[src/rtl/gray_monitor.sv]
// Gray-code stream monitor: converts each qualified Gray sample to binary, checks for
// single forward steps, counts laps and illegal transitions, and halts after ERR_MAX errors.
module gray_monitor #(
  parameter int WIDTH = 3,
  parameter int LAP_W = 8,
  parameter int ERR_W = 4
) (
  input  logic             Clk,
  input  logic             Reset,
  input  logic             Clear,
  input  logic             Valid,
  input  logic [WIDTH-1:0] Gray_In,
  output logic [WIDTH-1:0] Binary,
  output logic             Step,
  output logic             Wrap,
  output logic [LAP_W-1:0] Laps,
  output logic             Error,
  output logic [ERR_W-1:0] Err_Count,
  output logic             Halted
);

  localparam logic [ERR_W-1:0] ERR_MAX  = '1;
  localparam logic [WIDTH-1:0] ALL_ONES = '1;

  typedef enum logic [1:0] {SYNC, TRACK, HALT} state_t;

  state_t             state, state_nxt;
  logic [WIDTH-1:0]   bin_nxt;
  logic               step_nxt, wrap_nxt, err_nxt;
  logic [LAP_W-1:0]   laps_nxt;
  logic [ERR_W-1:0]   cnt_nxt, cnt_inc;
  logic [WIDTH-1:0]   samp_bin;

  function automatic logic [WIDTH-1:0] gray2bin(input logic [WIDTH-1:0] g);
    logic [WIDTH-1:0] b;
    b[WIDTH-1] = g[WIDTH-1];
    for (int i = WIDTH - 2; i >= 0; i--) begin
      b[i] = b[i+1] ^ g[i];
    end
    return b;
  endfunction

  function automatic logic [ERR_W-1:0] sat_inc(input logic [ERR_W-1:0] c);
    return (c == ERR_MAX) ? c : c + ERR_W'(1);
  endfunction

  assign samp_bin = gray2bin(Gray_In);
  assign cnt_inc  = sat_inc(Err_Count);
  assign Halted   = (state == HALT);

  // Binary doubles as the tracking reference: both always hold the last accepted value.
  always_comb begin
    state_nxt = state;
    bin_nxt   = Binary;
    step_nxt  = 1'b0;
    wrap_nxt  = 1'b0;
    laps_nxt  = Laps;
    err_nxt   = Error;
    cnt_nxt   = Err_Count;
    if (Clear) begin
      state_nxt = SYNC;
      bin_nxt   = '0;
      laps_nxt  = '0;
      err_nxt   = 1'b0;
      cnt_nxt   = '0;
    end else if (Valid) begin
      case (state)
        SYNC: begin
          bin_nxt   = samp_bin;
          state_nxt = TRACK;
        end
        TRACK: begin
          if (samp_bin == Binary) begin
            bin_nxt = Binary;
          end else if (Binary != ALL_ONES && samp_bin == Binary + WIDTH'(1)) begin
            step_nxt = 1'b1;
            bin_nxt  = samp_bin;
          end else if (Binary == ALL_ONES && samp_bin == '0) begin
            step_nxt = 1'b1;
            wrap_nxt = 1'b1;
            laps_nxt = Laps + LAP_W'(1);
            bin_nxt  = '0;
          end else begin
            err_nxt = 1'b1;
            cnt_nxt = cnt_inc;
            bin_nxt = samp_bin;
            if (cnt_inc == ERR_MAX) state_nxt = HALT;
          end
        end
        HALT:    state_nxt = HALT;
        default: state_nxt = SYNC;
      endcase
    end
  end

  always_ff @(posedge Clk or negedge Reset) begin
    if (!Reset) begin
      state     <= SYNC;
      Binary    <= '0;
      Step      <= 1'b0;
      Wrap      <= 1'b0;
      Laps      <= '0;
      Error     <= 1'b0;
      Err_Count <= '0;
    end else begin
      state     <= state_nxt;
      Binary    <= bin_nxt;
      Step      <= step_nxt;
      Wrap      <= wrap_nxt;
      Laps      <= laps_nxt;
      Error     <= err_nxt;
      Err_Count <= cnt_nxt;
    end
  end

endmodule

[config.mk]
export PLATFORM = sky130hd
export DESIGN_NAME = gray_monitor
export DESIGN_NICKNAME = d
export VERILOG_FILES = /design/src/rtl/gray_monitor.sv
export SDC_FILE = /design/constraint.sdc
export NUM_CORES = 1
export LEC_CHECK = 0
export CAP_MARGIN = 5
export CELL_PAD_IN_SITES_DETAIL_PLACEMENT = 0
export CELL_PAD_IN_SITES_GLOBAL_PLACEMENT = 1
export CORE_MARGIN = 4
export CORE_UTILIZATION = 39
export CTS_BUF_LIST = sky130_fd_sc_hd__clkbuf_16
export DETAILED_ROUTE_END_ITERATION = 8
export PLACE_DENSITY_LB_ADDON = 0.12
export REMOVE_ABC_BUFFERS = 1
export SLEW_MARGIN = 25
export SYNTH_ARGS = -nofsm -noshare
export SYNTH_HDL_FRONTEND = slang
export SYNTH_SLANG_ARGS = --single-unit
[constraint.sdc]
create_clock -name Clk -period 3.1 [get_ports Clk]
set_clock_uncertainty 0.1 [all_clocks]
set_input_delay 0.465 -clock Clk [delete_from_list [all_inputs] [get_ports Clk]]
set_output_delay 0.465 -clock Clk [all_outputs]
set_load 0.1 [all_outputs]
==> results of run 1 <==
[stage by stage]
| step | cells | area [um2] | power [mW] | setup WS, ns | utilization (%) |
|---|---|---|---|---|---|
| after floorplan | 127 | 1320 | 0.463 | 0.213 | - |
| after global placement | 202 | 1610 | 0.527 | 0.228 | 48.3 |
| after detailed placement | 202 | 1610 | 0.528 | 0.176 | 48.3 |
| after CTS | 206 | 1720 | 0.886 | 0.426 | 51.4 |
| after global routing | 206 | 1710 | 0.913 | 0.279 | 51.3 |
| final | 206 | 1710 | 0.873 | 0.429 | 51.3 |
[report_power, final]
part	leakage (nW)	switching [mW]	total, mW	internal (mW)
Clock	0.0511	0.0966	0.353	0.256
Sequential	0.275	0.0129	0.284	0.271
Combinational	0.439	0.156	0.236	0.0805
[kinds of logic after synthesis]
logic type	after synthesis	synth area share, %
adder cells (fa/ha/maj)	9	8.40
buffers and inverters	8	2.80
flip-flops	20	37.3
multiplexers	7	5.79
XOR/XNOR	11	10.3
AND/OR/NAND/NOR	46	18.0
AO/OA/AOI/OAI	29	17.4
[flip-flops by register name, indices dropped and copies added, names as in the netlist]
name / flops
Wrap: 1
Laps: 8
Step: 1
Error: 1
state: 2
Binary: 3
Err_Count: 4
[metal layers]
layer	share of wire, %	up-vias	routed length (um)	GRT usage [%]
li1	-	530	-	-
met1	48	500	1340	18.6
met2	46	17	1280	21.7
met3	5.0	2	138	2.87
met4	0.51	0	14	3.05
met5	0	-	0	0
[cells in the final DEF, fill, tap and decap left out, types with 2 or more instances in the layout]
master and instances:
a211oi_2 3, a21oi_1 9, and2_1 2, buf_4 23, clkbuf_16 3, clkdlybuf4s50_1 5
dfrtp_1 20, ha_1 9, inv_1 5, mux2_1 2, mux2i_1 3, nand2_1 7
nand2b_1 2, nand3_1 2, nand4_1 4, nor2_1 14, nor2b_1 3, o211ai_1 2
o21ai_0 5, o21ai_1 3, or3_1 5, xnor2_1 5, xor2_1 3
[synth_stat cells (2+ instances only)]
library cell | number | area, um2
dfrtp_1 | 20 | 500
nor2_1 | 14 | 52.6
a21oi_1 | 9 | 45.0
ha_1 | 9 | 113
nand2_1 | 7 | 26.3
inv_1 | 5 | 18.8
o21ai_0 | 5 | 25.0
or3_1 | 5 | 31.3
xnor2_1 | 5 | 43.8
nand4_1 | 4 | 25.0
a211oi_2 | 3 | 37.5
mux2i_1 | 3 | 30.0
nor2b_1 | 3 | 18.8
o21ai_1 | 3 | 15.0
xor2_1 | 3 | 26.3
and2_1 | 2 | 12.5
clkbuf_1 | 2 | 7.51
mux2_1 | 2 | 22.5
nand2b_1 | 2 | 12.5
nand3_1 | 2 | 10.0
o211ai_1 | 2 | 15.0
[cell type report]
cell class | count | share of cell area (%)
clock buffers | 3 | 4.39
clock inverters | 1 | 1.75
inverters | 5 | 1.10
multi-input cells | 102 | 46.9
flip-flops and latches | 20 | 29.2
well taps | 46 | 3.36
repair buffers | 29 | 13.3
[worst max path at each step]
stage	end	from	slack, ns	cells after the start
after CTS	Laps[5]	Gray_In[1]	0.43	8
after global routing	Laps[6]	Gray_In[1]	0.28	8
after global placement	state[1]	Gray_In[1]	0.23	8
after detailed placement	Laps[5]	Gray_In[1]	0.18	8
after floorplan	Laps[5]	Binary[0]	0.21	7
final	Laps[6]	Gray_In[1]	0.43	8
==> key figures, run 1 <==
Synth
  • Synth warn: 0
  • Post-synth EDFFs: 0
  • Post-Syn Area: 1340 um2
  • Post-synth ARST share: 100%
  • Distinct cells, synth: 41
  • Sequential share of the synthesized area: 37.3%
  • Syn avg cell area: 10.3 um2
  • Post-Synthesis Cells: 130
  • Top_reg_cell synth: dfrtp_1
  • #FFs+latches synth: 20

STA
  • Hold WS: 0.0647 ns
  • Max transition margin: 68.7%
  • Fin Setup TNS: 0 ns
  • Achievable frequency: 374 MHz
  • Max Slew Vio Count: 0
  • Least-Margin Pin Slew: 0.469 ns
  • Final Setup Violations: 0
  • Final count of hold timing violations: 0
  • RSZ-0062 raised after global routing: no
  • Final Cycle Share: 86.2%
  • Final worst path period need: 2.67 ns

Drt
  • Vias: 1,049
  • Drt first pass iters: 4
  • Vias per cell: 5.09
  • Post-route ant nets: 0
  • Initial DRC Count: 46
  • Drt total wl: 2.77 mm
  • WL/cell: 13.5 um
  • Residual DRC: 0

GRT
  • Total grt overflow: 0
  • Vias in the first global route: 1,009
  • Largest net degree at the start of global routing: 22
  • Total track usage: 13.5%
  • Initial antenna violation count: 0
  • First-pass GRT wire length: 4.66 mm

Run status
  • Outcome: complete, no violations

Clock tree
  • CTS tree: built
  • Root buffer cell: clkbuf_16
  • CTS Buf Count: 3
  • Clock tree buffer depth: 2
  • Clock Latency Late Sink: 0.25 ns
  • H-tree Lvls: 1
  • Setup bufs post-CTS: 0
  • Clock Sinks: 20
  • Clock transition at path regs: 0.06 ns
  • Hold_buf cts: 0
  • Post_cts resized: 0

Floorplanning
  • Die W: 66.6 um
  • Die area: 4440 um2
  • I/O pin count: 26
  • Core ar.: 3340 um2
  • Cell row count: 21
  • Vert. Die Dim: 66.6 um
  • Initial Utilization: 40.2%

Critical path
  • Crit path buffers/inverters: 1
  • RR Endpoint: Laps[6]
  • Required time worst endpoint: 3.18 ns
  • Worst Reg-to-Reg Cells: 7
  • Startpoint types: input port
  • Crit-path max cell delay: 0.43 ns
  • CP arrival: 2.75 ns
  • Critical-path cell list: clkdlybuf4s50_1 -> xnor2_1 -> ha_1 -> xnor2_4 -> o31ai_1 -> o21ai_1 -> or3_1 -> a21oi_1
  • WS Path Type: in -> reg
  • Origin of the critical flop-to-flop path: Binary[0]
  • Crit path max-delay family: compound AO/OA/AOI/OAI gates
  • CP Max Fanout: 5
  • Worst Setup End Kind: flop
  • CP max stage cell: clkdlybuf4s50_1
  • R2R setup slack: 0.68 ns

Run
  • Number of max-cap violations: 0

Finish
  • # fillers: 314
  • Share of cells above drive strength 1: 23.8%
  • Area growth syn-to-layout: 27.7%
  • Diodes inserted: 0
  • Seq. cell area: 500 um2
  • Multi-input logic area: 802 um2
  • # nets final: 177

Power
  • P per Cell Area: 510 nW/um2
  • Leakage: 0.765 nW
  • VDD IR max: 0.000211 V

Placement
  • HPWL after DPL: 2.07 mm
  • PortBufs: 25
  • Final GP Congestion: 0.740

Hold path
  • Hold Crit Class: in -> async
No activity file was read; power rests on OpenSTA's default activity.
==> run 2: changes to the inputs <==
--- a/config.mk
+++ b/config.mk
@@ -8,6 +8,7 @@
 export CAP_MARGIN = 5
 export CELL_PAD_IN_SITES_DETAIL_PLACEMENT = 0
 export CELL_PAD_IN_SITES_GLOBAL_PLACEMENT = 1
+export CORE_ASPECT_RATIO = 1.4
 export CORE_MARGIN = 4
 export CORE_UTILIZATION = 39
 export CTS_BUF_LIST = sky130_fd_sc_hd__clkbuf_16
==> constraint.sdc (replaced) <==
create_clock -name Clk -period 3 [get_ports Clk]
set_clock_uncertainty 0.1 [all_clocks]
set_input_delay 0.45 -clock Clk [delete_from_list [all_inputs] [get_ports Clk]]
set_output_delay 0.45 -clock Clk [all_outputs]
set_load 0.1 [all_outputs]
==> key figures, run 2 (synthesis gave the netlist of run 1 again) <==
STA
  • Fin Setup TNS: 0 ns
  • Achievable frequency: 380 MHz
  • Final Setup Violations: 0
  • Max transition margin: 72.6%
  • Hold WS: 0.404 ns
  • Final Cycle Share: 87.6%
  • Final count of hold timing violations: 0
  • Final worst path period need: 2.63 ns
  • RSZ-0062 raised after global routing: no
  • Max Slew Vio Count: 0
  • Least-Margin Pin Slew: 0.409 ns

GRT
  • Initial antenna violation count: 0
  • First-pass GRT wire length: 5.09 mm
  • Largest net degree at the start of global routing: 22
  • Total grt overflow: 0
  • Vias in the first global route: 1,093
  • Total track usage: 14.3%

Power
  • Total power draw: 915 uW
  • P per Cell Area: 531 nW/um2
  • VDD IR max: 0.000324 V
  • Leakage: 0.774 nW

Critical path
  • RR Endpoint: Laps[6]
  • CP Max Fanout: 5
  • Worst Setup End Kind: flop
  • R2R setup slack: 0.61 ns
  • CP arrival: 2.71 ns
  • WS Path Type: in -> reg
  • CP Launch Point: Gray_In[1]
  • Origin of the critical flop-to-flop path: Binary[0]
  • CP max stage cell: o41ai_4
  • Startpoint types: input port
  • Worst setup path end: state[0]
  • Crit-path max cell delay: 0.48 ns
  • Crit path max-delay family: compound AO/OA/AOI/OAI gates
  • Crit path depth: 8
  • Required time worst endpoint: 3.08 ns
  • Crit path buffers/inverters: 1
  • Critical-path cell list: clkdlybuf4s50_1 -> xnor2_1 -> ha_1 -> xnor2_4 -> o41ai_4 -> a211oi_2 -> or3_1 -> a21oi_1
  • Worst Reg-to-Reg Cells: 7

Finish
  • Most common cell after layout, fill and taps aside: buf_4
  • # nets final: 179
  • Layout Cells excl Fill: 201
  • Area growth syn-to-layout: 28.6%
  • Top reg by flops: Laps
  • Regs by FF count: Laps: 8 flops, Err_Count: 4 flops, Binary: 3 flops
  • Most frequent cells in the layout: buf_4, dfrtp_1, nor2_1
  • Fin area: 1720 um2
  • Share of cells above drive strength 1: 24.1%
  • Max reg flops: 8
  • # fillers: 303
  • Diodes inserted: 0

Floorplanning
  • Vert. Die Dim: 77.4 um
  • Core ar.: 3210 um2
  • Cell row count: 24
  • Initial Utilization: 41.7%
  • I/O pin count: 26
  • Die area: 4450 um2
  • Die W: 57.5 um

Placement
  • DP Area: 1620 um2
  • Final GP Congestion: 0.727
  • HPWL after DPL: 2.20 mm
  • Placed Cells: 197
  • PortBufs: 25

Run
  • Number of max-cap violations: 0

Clock tree
  • Setup bufs post-CTS: 0
  • Post_cts resized: 0
  • CTS Buf Count: 3
  • Clock tree buffer depth: 2
  • Clock Sinks: 20
  • H-tree Lvls: 1
  • CTS tree: built
  • Hold_buf cts: 0
  • Clock Latency Late Sink: 0.26 ns
  • Clock transition at path regs: 0.06 ns
  • Root buffer cell: clkbuf_16

Drt
  • WL/cell: 14.3 um
  • Vias per cell: 5.38
  • Post-route ant nets: 0
  • Vias: 1,082
  • Drt first pass iters: 4
  • Initial DRC Count: 24
  • Drt total wl: 2.88 mm
  • Residual DRC: 0

Hold path
  • Hold Crit Class: reg -> reg

Run status
  • Outcome: complete, no violations
[run 2: how the worst min path moves through the flow]
stage	start	to	slack (ns)	cells past startpoint
2_1_floorplan	Reset	Binary[0]	0.05	0
3_3_place_gp	Error	Error	0.39	2
3_5_place_dp	Error	Error	0.39	2
4_1_cts	Error	Error	0.41	2
5_1_grt	Error	Error	0.47	2
6_report	Error	Error	0.40	2
[run 2: report_power, final]
part / internal, mW / switching [mW] / total (mW)
clock network: 0.265 / 0.107 / 0.372
registers: 0.280 / 0.0132 / 0.293
logic: 0.0873 / 0.162 / 0.250
[run 2: area by class of cell]
type / count / area (um2) / share of cell area, %
timing repair buffer: 31 / 248 / 14.4
inverter: 5 / 18.8 / 1.09
clock inverter: 1 / 30.0 / 1.74
sequential: 20 / 500 / 29.0
clock buffer: 3 / 75.1 / 4.36
multi-input combinational: 102 / 802 / 46.6
tap: 39 / 48.8 / 2.83
[run 2: per-stage QoR]
stage	setup slack [ns]	utilization, %
final	0.371	53.6
after detailed placement	0.127	50.4
after global placement	0.153	50.4
after CTS	0.365	53.6
after global routing	0.216	53.6
after floorplan	0.113	-
[run 2: worst reg2reg max path, delay by kind of cell (launching register included)]
kind	cells	cell delay, ns
AOI/OAI and AO/OA	3	0.74
and+or+nand+nor	2	0.58
DFF	1	0.48
adders and majority gates	2	0.44
[run 2: metal layers]
layer	global-route usage, %	vias to the layer above	routed length (um)
met5	0	-	0
met4	4.87	0	47
met3	2.33	5	132
met2	23.6	29	1460
met1	18.6	519	1240
li1	-	529	-
==> run 3: changes to the inputs <==
--- a/config.mk
+++ b/config.mk
@@ -13,7 +13,7 @@
 export CORE_UTILIZATION = 39
 export CTS_BUF_LIST = sky130_fd_sc_hd__clkbuf_16
 export DETAILED_ROUTE_END_ITERATION = 8
-export PLACE_DENSITY_LB_ADDON = 0.12
+export PLACE_DENSITY_LB_ADDON = 0.15
 export REMOVE_ABC_BUFFERS = 1
 export SLEW_MARGIN = 25
 export SYNTH_ARGS = -nofsm -noshare
==> key figures, run 3 (synthesis gave the netlist of run 1 again) <==
Run status
  • Outcome: complete, no violations

Power
  • Total power draw: 914 uW
  • VDD IR max: 0.000344 V
  • Leakage: 0.770 nW
  • P per Cell Area: 534 nW/um2

Drt
  • WL/cell: 15.1 um
  • Initial DRC Count: 32
  • Vias: 1,091
  • Vias per cell: 5.46
  • Drt total wl: 3.02 mm
  • Residual DRC: 0
  • Drt first pass iters: 4
  • Post-route ant nets: 0

Finish
  • Fin area: 1710 um2
  • Max reg flops: 8
  • Most frequent cells in the layout: buf_4, dfrtp_1, nor2_1
  • # nets final: 178
  • Top reg by flops: Laps
  • Area growth syn-to-layout: 27.6%
  • Most common cell after layout, fill and taps aside: buf_4
  • Layout Cells excl Fill: 200
  • Final core occ: 53.2%
  • Diodes inserted: 0
  • Regs by FF count: Laps: 8 flops, Err_Count: 4 flops, Binary: 3 flops
  • Share of cells above drive strength 1: 24.2%

STA
  • RSZ-0062 raised after global routing: no
  • Max transition margin: 69.0%
  • Max Slew Vio Count: 0
  • Hold WS: 0.0405 ns
  • Final Setup Violations: 0
  • Fin Setup TNS: 0 ns
  • Least-Margin Pin Slew: 0.466 ns
  • Achievable frequency: 376 MHz
  • Final Cycle Share: 88.7%
  • Setup ws final: 0.340 ns
  • Final count of hold timing violations: 0
  • Final worst path period need: 2.66 ns

GRT
  • Vias in the first global route: 1,117
  • Initial antenna violation count: 0
  • First-pass GRT wire length: 5.17 mm
  • Total track usage: 14.7%
  • Largest net degree at the start of global routing: 22
  • Total grt overflow: 0

Clock tree
  • Root buffer cell: clkbuf_16
  • Setup bufs post-CTS: 0
  • Clock Sinks: 20
  • Post_cts resized: 0
  • CTS tree: built
  • Hold_buf cts: 0
  • H-tree Lvls: 1
  • CTS Buf Count: 3
  • Clock transition at path regs: 0.06 ns
  • Clock tree buffer depth: 2
  • Clock Latency Late Sink: 0.25 ns

Placement
  • PortBufs: 25
  • Place WS: 0.0717 ns
  • Final GP Congestion: 0.777
  • HPWL after DPL: 2.28 mm
  • Placed Cells: 196
  • DP Area: 1610 um2

Run
  • Number of max-cap violations: 0

Floorplanning
  • Die W: 57.5 um
  • Core ar.: 3210 um2
  • Die area: 4450 um2
  • Cell row count: 24
  • I/O pin count: 26
  • Vert. Die Dim: 77.4 um
  • Initial Utilization: 41.7%

Critical path
  • Startpoint types: input port
  • CP arrival: 2.74 ns
  • Worst Setup End Kind: flop
  • WS Path Type: in -> reg
  • CP Max Fanout: 5
  • Required time worst endpoint: 3.08 ns

Hold path
  • Hold Crit Class: in -> async
run 3: area by class of cell:
class	count	area [um2]
Clock buffer	3	75.1
Clock inverter	1	30.0
Fill cell	280	1500
Inverter	5	18.8
Multi-Input combinational cell	102	802
Sequential cell	20	500
Tap cell	39	48.8
Timing Repair Buffer	30	235
run 3: power by group:
group	total [mW]	internal, mW	switching [mW]
logic	0.249	0.0860	0.163
registers	0.294	0.280	0.0137
clock network	0.372	0.265	0.107
total	0.914	0.631	0.283
run 3: worst paths after layout:
kind	from	end	slack [ns]	depth (start not counted)
min in group Clk	Error	Error	0.40	2
hold reg to reg	Error	Error	0.40	2
setup / recovery	Gray_In[1]	state[0]	0.34	8
max in group asynchronous	Reset	Laps[0]	2.44	1
hold / removal	Reset	Binary[0]	0.04	1
setup reg to reg	Binary[0]	Laps[5]	0.58	7
run 3: worst max-delay path: stages:
cell             delay [ns]
clkdlybuf4s50_1        0.43
xnor2_1                0.23
ha_1                   0.33
xnor2_4                0.20
o41ai_4                0.48
a211oi_2               0.11
or3_1                  0.34
a21oi_1                0.15
run 3: routing by layer:
| metal | wire [um] | share of wire (%) | vias up | GRT usage, % |
|---|---|---|---|---|
| met1 | 1290 | 43 | 534 | 18.1 |
| met3 | 119 | 3.9 | 5 | 2.16 |
| li1 | - | - | 531 | - |
| met4 | 49 | 1.6 | 0 | 6.26 |
| met2 | 1560 | 52 | 21 | 25.1 |
| met5 | 0 | 0 | - | 0 |
